[src/rtl/s2p.sv]
// Serial-to-parallel deserializer: collects NUM serial bits per word and presents
// each word through a one-word holding register, overlapping collection of the next word.
module s2p #(
    parameter int NUM       = 8,
    parameter bit MSB_FIRST = 1'b0
) (
    input  logic           clk,
    input  logic           rst,
    input  logic           s_data,
    input  logic           s_valid,
    output logic           s_ready,
    output logic [NUM-1:0] p_data,
    output logic           p_valid,
    input  logic           p_ready
);
    localparam int             CW   = (NUM > 1) ? $clog2(NUM) : 1;
    localparam logic [CW-1:0]  LAST = CW'(NUM - 1);

    logic [CW-1:0]  count;
    logic [NUM-1:0] shift_reg;
    logic [NUM-1:0] shift_nxt;
    logic           last;
    logic           s_acc;
    logic           done;
    logic           p_hs;

    assign last  = (count == LAST);
    // Only the completing bit waits for the holding register to free up.
    assign s_ready = !rst && !(last && p_valid && !p_ready);
    assign s_acc   = s_valid && s_ready;
    assign done    = s_acc && last;
    assign p_hs    = p_valid && p_ready;

    // On the completing bit the shifted value is exactly the finished word.
    generate
        if (MSB_FIRST) begin : g_msb
            assign shift_nxt = {shift_reg[NUM-2:0], s_data};
        end else begin : g_lsb
            assign shift_nxt = {s_data, shift_reg[NUM-1:1]};
        end
    endgenerate

    always_ff @(posedge clk) begin
        if (rst) begin
            count     <= '0;
            shift_reg <= '0;
            p_data    <= '0;
            p_valid   <= 1'b0;
        end else begin
            if (s_acc) begin
                shift_reg <= shift_nxt;
                count     <= last ? '0 : count + 1'b1;
            end
            if (done) begin
                p_data  <= shift_nxt;
                p_valid <= 1'b1;
            end else if (p_hs) begin
                p_valid <= 1'b0;
            end
        end
    end
endmodule

[config.mk]
export PLATFORM = sky130hd
export DESIGN_NAME = s2p
export DESIGN_NICKNAME = d
export VERILOG_FILES = /design/src/rtl/s2p.sv
export SDC_FILE = /design/constraint.sdc
export NUM_CORES = 1
export LEC_CHECK = 0
export BUFFER_PORTS_ARGS = -buffer_cell sky130_fd_sc_hd__clkbuf_2
export CORE_MARGIN = 3
export CORE_UTILIZATION = 35
export DETAILED_ROUTE_END_ITERATION = 10
export GPL_TIMING_DRIVEN = 0
export SETUP_SLACK_MARGIN = 0.15
export SYNTH_ARGS = -nofsm -noshare
export SYNTH_HDL_FRONTEND = slang
export SYNTH_SLANG_ARGS = --single-unit
export TNS_END_PERCENT = 20
[constraint.sdc]
create_clock -name clk -period 3.15 [get_ports clk]
set_clock_uncertainty 0.05 [all_clocks]
set_input_delay 0.63 -clock clk [delete_from_list [all_inputs] [get_ports clk]]
set_output_delay 0.63 -clock clk [all_outputs]
set_load 0.01 [all_outputs]
**After elaboration in Yosys (flattened, before gate mapping)**

Index checks and enable logic that the tools add are counted.

- Bits in registers: 20
- Input port bits: 5

- $add $sub $neg: 1
- Multiplexer cells: 3
- Equality and inequality tests: 1
- Reductions and logical operators: 10

Operators with widths:

| operator | count |
|---|---|
| logical AND 1 bit | 6 |
| adder 3 x 1 -> 3 bit, second input constant | 1 |
| equality test 3 bit, second input constant | 1 |
| zero test 1 bit | 3 |
| 2-to-1 mux 3 bit | 1 |
| 2-to-1 mux 1 bit | 2 |
| nonzero test 2 bit | 1 |

**Longest topological paths before layout**

- Depth in word-level cells: 8
- Gate-level depth with buffers: 6

**Worst setup path after synthesis**

No wires, ideal clock.

- Path kind: in2out
- From: input p_ready
- To: output s_ready
- Data arrival time: 1232 ps
- Path slack: 1238 ps
- Stages on the path: 3
- Data required time: 2470 ps
- Cell sequence: and2b_2 > clkbuf_1 > a21oi_1

- Cells in the longest elaborated chain, start to end: 4

Ends and longest elaborated chain:

| element | line | text |
|---|---|---|
| from (decl) | 14 | `input logic p_ready` |
| zero test 1 bit | 29 | `assign s_ready = !rst && !(last && p_valid && !p_ready);` |
| logical AND 1 bit | 29 |  |
| zero test 1 bit | 29 |  |
| logical AND 1 bit | 29 |  |
| to (decl) | 11 | `output logic s_ready,` |

No other way between the ends.

**Final worst setup path**

Ends and elaborated chain as after synthesis.

==> impl_metrics.py <==
metrics = {
    "sta": {
        "post-route-period-util_pct": 69.6,
        "setup_tns_ns": 0,
        "maxSlewViolCount": 0,
        "rsz0062_at_grt": "false",
        "post-route-min-period_ns": 2.19,
        "finalSetupViolations": 0,
        "max-slew-margin-rel_pct": 71.0,
        "tightest_slew_ns": 0.435,
        "max_freq_ghz": 0.456,
        "timing.hold.ws_ns": 0.419,
        "hold_viol": 0,
    },
    "die": {
        "boundaryPins": 15,
        "die_w_um": 54.6,
        "coreArea_sq_mm": 0.00210,
        "dieArea_sq_mm": 0.00299,
        "die_y_um": 54.6,
        "rows": 16,
        "start_util_pct": 39.4,
    },
    "logic_synthesis": {
        "yosysSeqAreaShare_pct": 45.9,
        "ys_seq_elements": 19,
        "synth_fp_nets": 89,
        "netlist_instances": 82,
        "synthSimpleGateAreaFrac_pct": 21.0,
        "synth_cell_types": 21,
        "synth_xor_area_share_pct": 0,
        "synth.area.mux_share_pct": 10.9,
        "synth_compound_area_share_pct": 14.5,
        "synth-adder-area-share_pct": 3.02,
        "syn_avg_cell_area_sq_um": 10.1,
        "yosys_warnings": 0,
        "synth_top_family_by_area": "simple AND/OR/NAND/NOR gates",
        "synth_area_sq_um": 828,
    },
    "final_layout": {
        "insertedDiodeCount": 0,
        "syn_to_final_growth_pct": 15.9,
        "largest_reg_flops": 8,
        "post-route-util_pct": 45.7,
        "nNetsFinal": 108,
        "drive_gt1_share_pct": 33.0,
    },
    "clock_network": {
        "hold_buffers": 0,
        "post_cts_buffers": 0,
        "cts_buffers": 3,
        "cts-root-buf": "clkbuf_4",
        "cts_tree": "yes",
        "clock-sinks": 19,
        "ctsResizeCount": 0,
        "clk_pin_slew_ns": 0.11,
        "insertion_delay_ns": 0.30,
        "clock_path_buffers": 2,
        "htreeDepth": 1,
    },
    "pwr": {
        "ir_drop_mv": 0.244,
        "power.density_mw_per_mm2": 415,
        "power.leakage_uw": 0.000460,
    },
    "setup_path": {
        "endpoint_kind": "output pin",
        "startpoint": "p_ready",
        "reg2reg_from": "count[0]",
        "r2r_cells": 5,
        "critPathKind": "input port to output pin",
        "cp_max_fo": 10,
        "required_ns": 2.47,
        "crit_path_frequent_cell": "clkbuf_2",
        "worstPathArrival_ns": 1.51,
        "cp_slowest_cell": "clkbuf_1",
        "critPathLaunchType": "input port",
        "r2r_end": "shift_reg[2]",
        "rrSetupSlack_ns": 1.31,
        "cpPeakStageDelay_ns": 0.32,
        "crit_chain": "clkbuf_2, and2b_2, clkbuf_1, a21oi_1, clkbuf_2",
        "critical_path.endpoint": "s_ready",
    },
    "global_routing": {
        "grt_start_max_net_pins": 12,
        "antenna_found_initial": 0,
        "grt_pass1_wl_um": 2720,
        "globalRouteOverflowTotal": 0,
        "grt.total_usage_pct": 12.9,
        "first_global_vias": 597,
    },
    "routing": {
        "wl_per_cell_um": 13.0,
        "vias": 668,
        "drc": 0,
        "ant_nets": 0,
        "totalWireLength_um": 1660,
        "dr.pass1.iters": 4,
        "drt_iter0_drc": 9,
        "via_per_inst": 5.26,
    },
    "placement": {
        "gp_congestion": 0.745,
        "io_buffers": 14,
        "dp_hpwl_um": 1200,
    },
    "worst_hold_path": {
        "holdCritPathClass": "register to register",
    },
    "outcome": {
        "status": "finished clean",
    },
    "flow_run": {
        "cap_violations": 0,
    },
}
[cell usage in the layout, fill, tap and decap left out, drive strengths merged]
cell type and n:
a21oi 3, a31o 1, and2b 1, and3b 2
buf 2, clkbuf 20, clkinv 1, dfxtp 19
ha 2, inv 3, mux2 8, nand2 8
nand2b 1, nand3 8, nor2 2, nor2b 8
nor4 1, o211ai 1, o21ai 1, o311ai 8
[synthesized netlist by cell type (all sizes together)]
| cell type | instances | share of area [%] |
|---|---|---|
| o211ai | 1 | 2.6 |
| ha | 2 | 3.0 |
| nor2b | 8 | 6.0 |
| o311ai | 8 | 8.5 |
| inv | 3 | 1.4 |
| a31o | 1 | 1.1 |
| nand3 | 8 | 4.8 |
| nor4 | 1 | 0.76 |
| dfxtp | 19 | 46 |
| mux2 | 8 | 11 |
| nand2b | 1 | 1.7 |
| a21oi | 3 | 1.8 |
| o21ai | 1 | 0.60 |
| and2b | 1 | 1.1 |
| buf | 2 | 2.0 |
| nor2 | 2 | 0.91 |
| clkbuf | 3 | 1.4 |
| and3b | 2 | 2.1 |
| nand2 | 8 | 3.6 |
[how the worst min path moves through the flow]
stage	startpoint	to	slack, ns	cells after the start
after detailed placement	shift_reg[1]	p_data[0]	0.40	2
after floorplan	shift_reg[1]	p_data[0]	0.38	2
after global placement	shift_reg[1]	p_data[0]	0.40	2
after CTS	shift_reg[6]	p_data[5]	0.42	2
final	shift_reg[6]	p_data[5]	0.42	2
after global routing	shift_reg[4]	p_data[3]	0.44	2
[through the flow]
| stage | area [sq um] | worst slack (ns) | instances | total power (uW) |
|---|---|---|---|---|
| floorplan | 828 | 1.24 | 82 | 270 |
| global placement | 932 | 0.972 | 123 | 279 |
| detailed placement | 932 | 0.952 | 123 | 280 |
| CTS | 960 | 0.952 | 127 | 402 |
| global route | 960 | 0.880 | 127 | 420 |
| finish | 960 | 0.957 | 127 | 398 |
[final cells by class]
cell class	count	area (sq um)
plain buffers	5	27.5
clock buffers	3	22.5
clock inverters	1	5.00
fillers	226	1140
inverters	3	11.3
multi-input cells	55	409
flip-flops and latches	19	380
well taps	27	33.8
repair buffers	14	70.1
[where the power goes]
part | leakage (uW) | total, uW | switching, uW | internal (uW)
clock | 0.0000177 | 124 | 76.5 | 47.3
combinational | 0.000288 | 26.3 | 14.1 | 12.2
sequential | 0.000154 | 248 | 3.20 | 245
[worst max-delay path, delay by kind of cell]
kind	cells	cell delay, ns
buffers and inverters	3	0.56
AO/OA/AOI/OAI	1	0.12
AND/OR/NAND/NOR	1	0.21
[logic make-up after synthesis]
kind of cell	count (synthesis)
adder cells (fa/ha/maj)	2
flip-flops	19
AND/OR/NAND/NOR	31
AO/OA/AOI/OAI	14
buffers and inverters	8
multiplexers	8
[routing by layer]
layer  vias up  track usage, %  share of wire, %
met1       319            16.4                50
met2        12            20.1                45
met4         0            3.73              0.72
li1        335               -                 -
met5         -               0                 0
met3         2            4.90               4.6
Power figures use the tool's default switching activity.
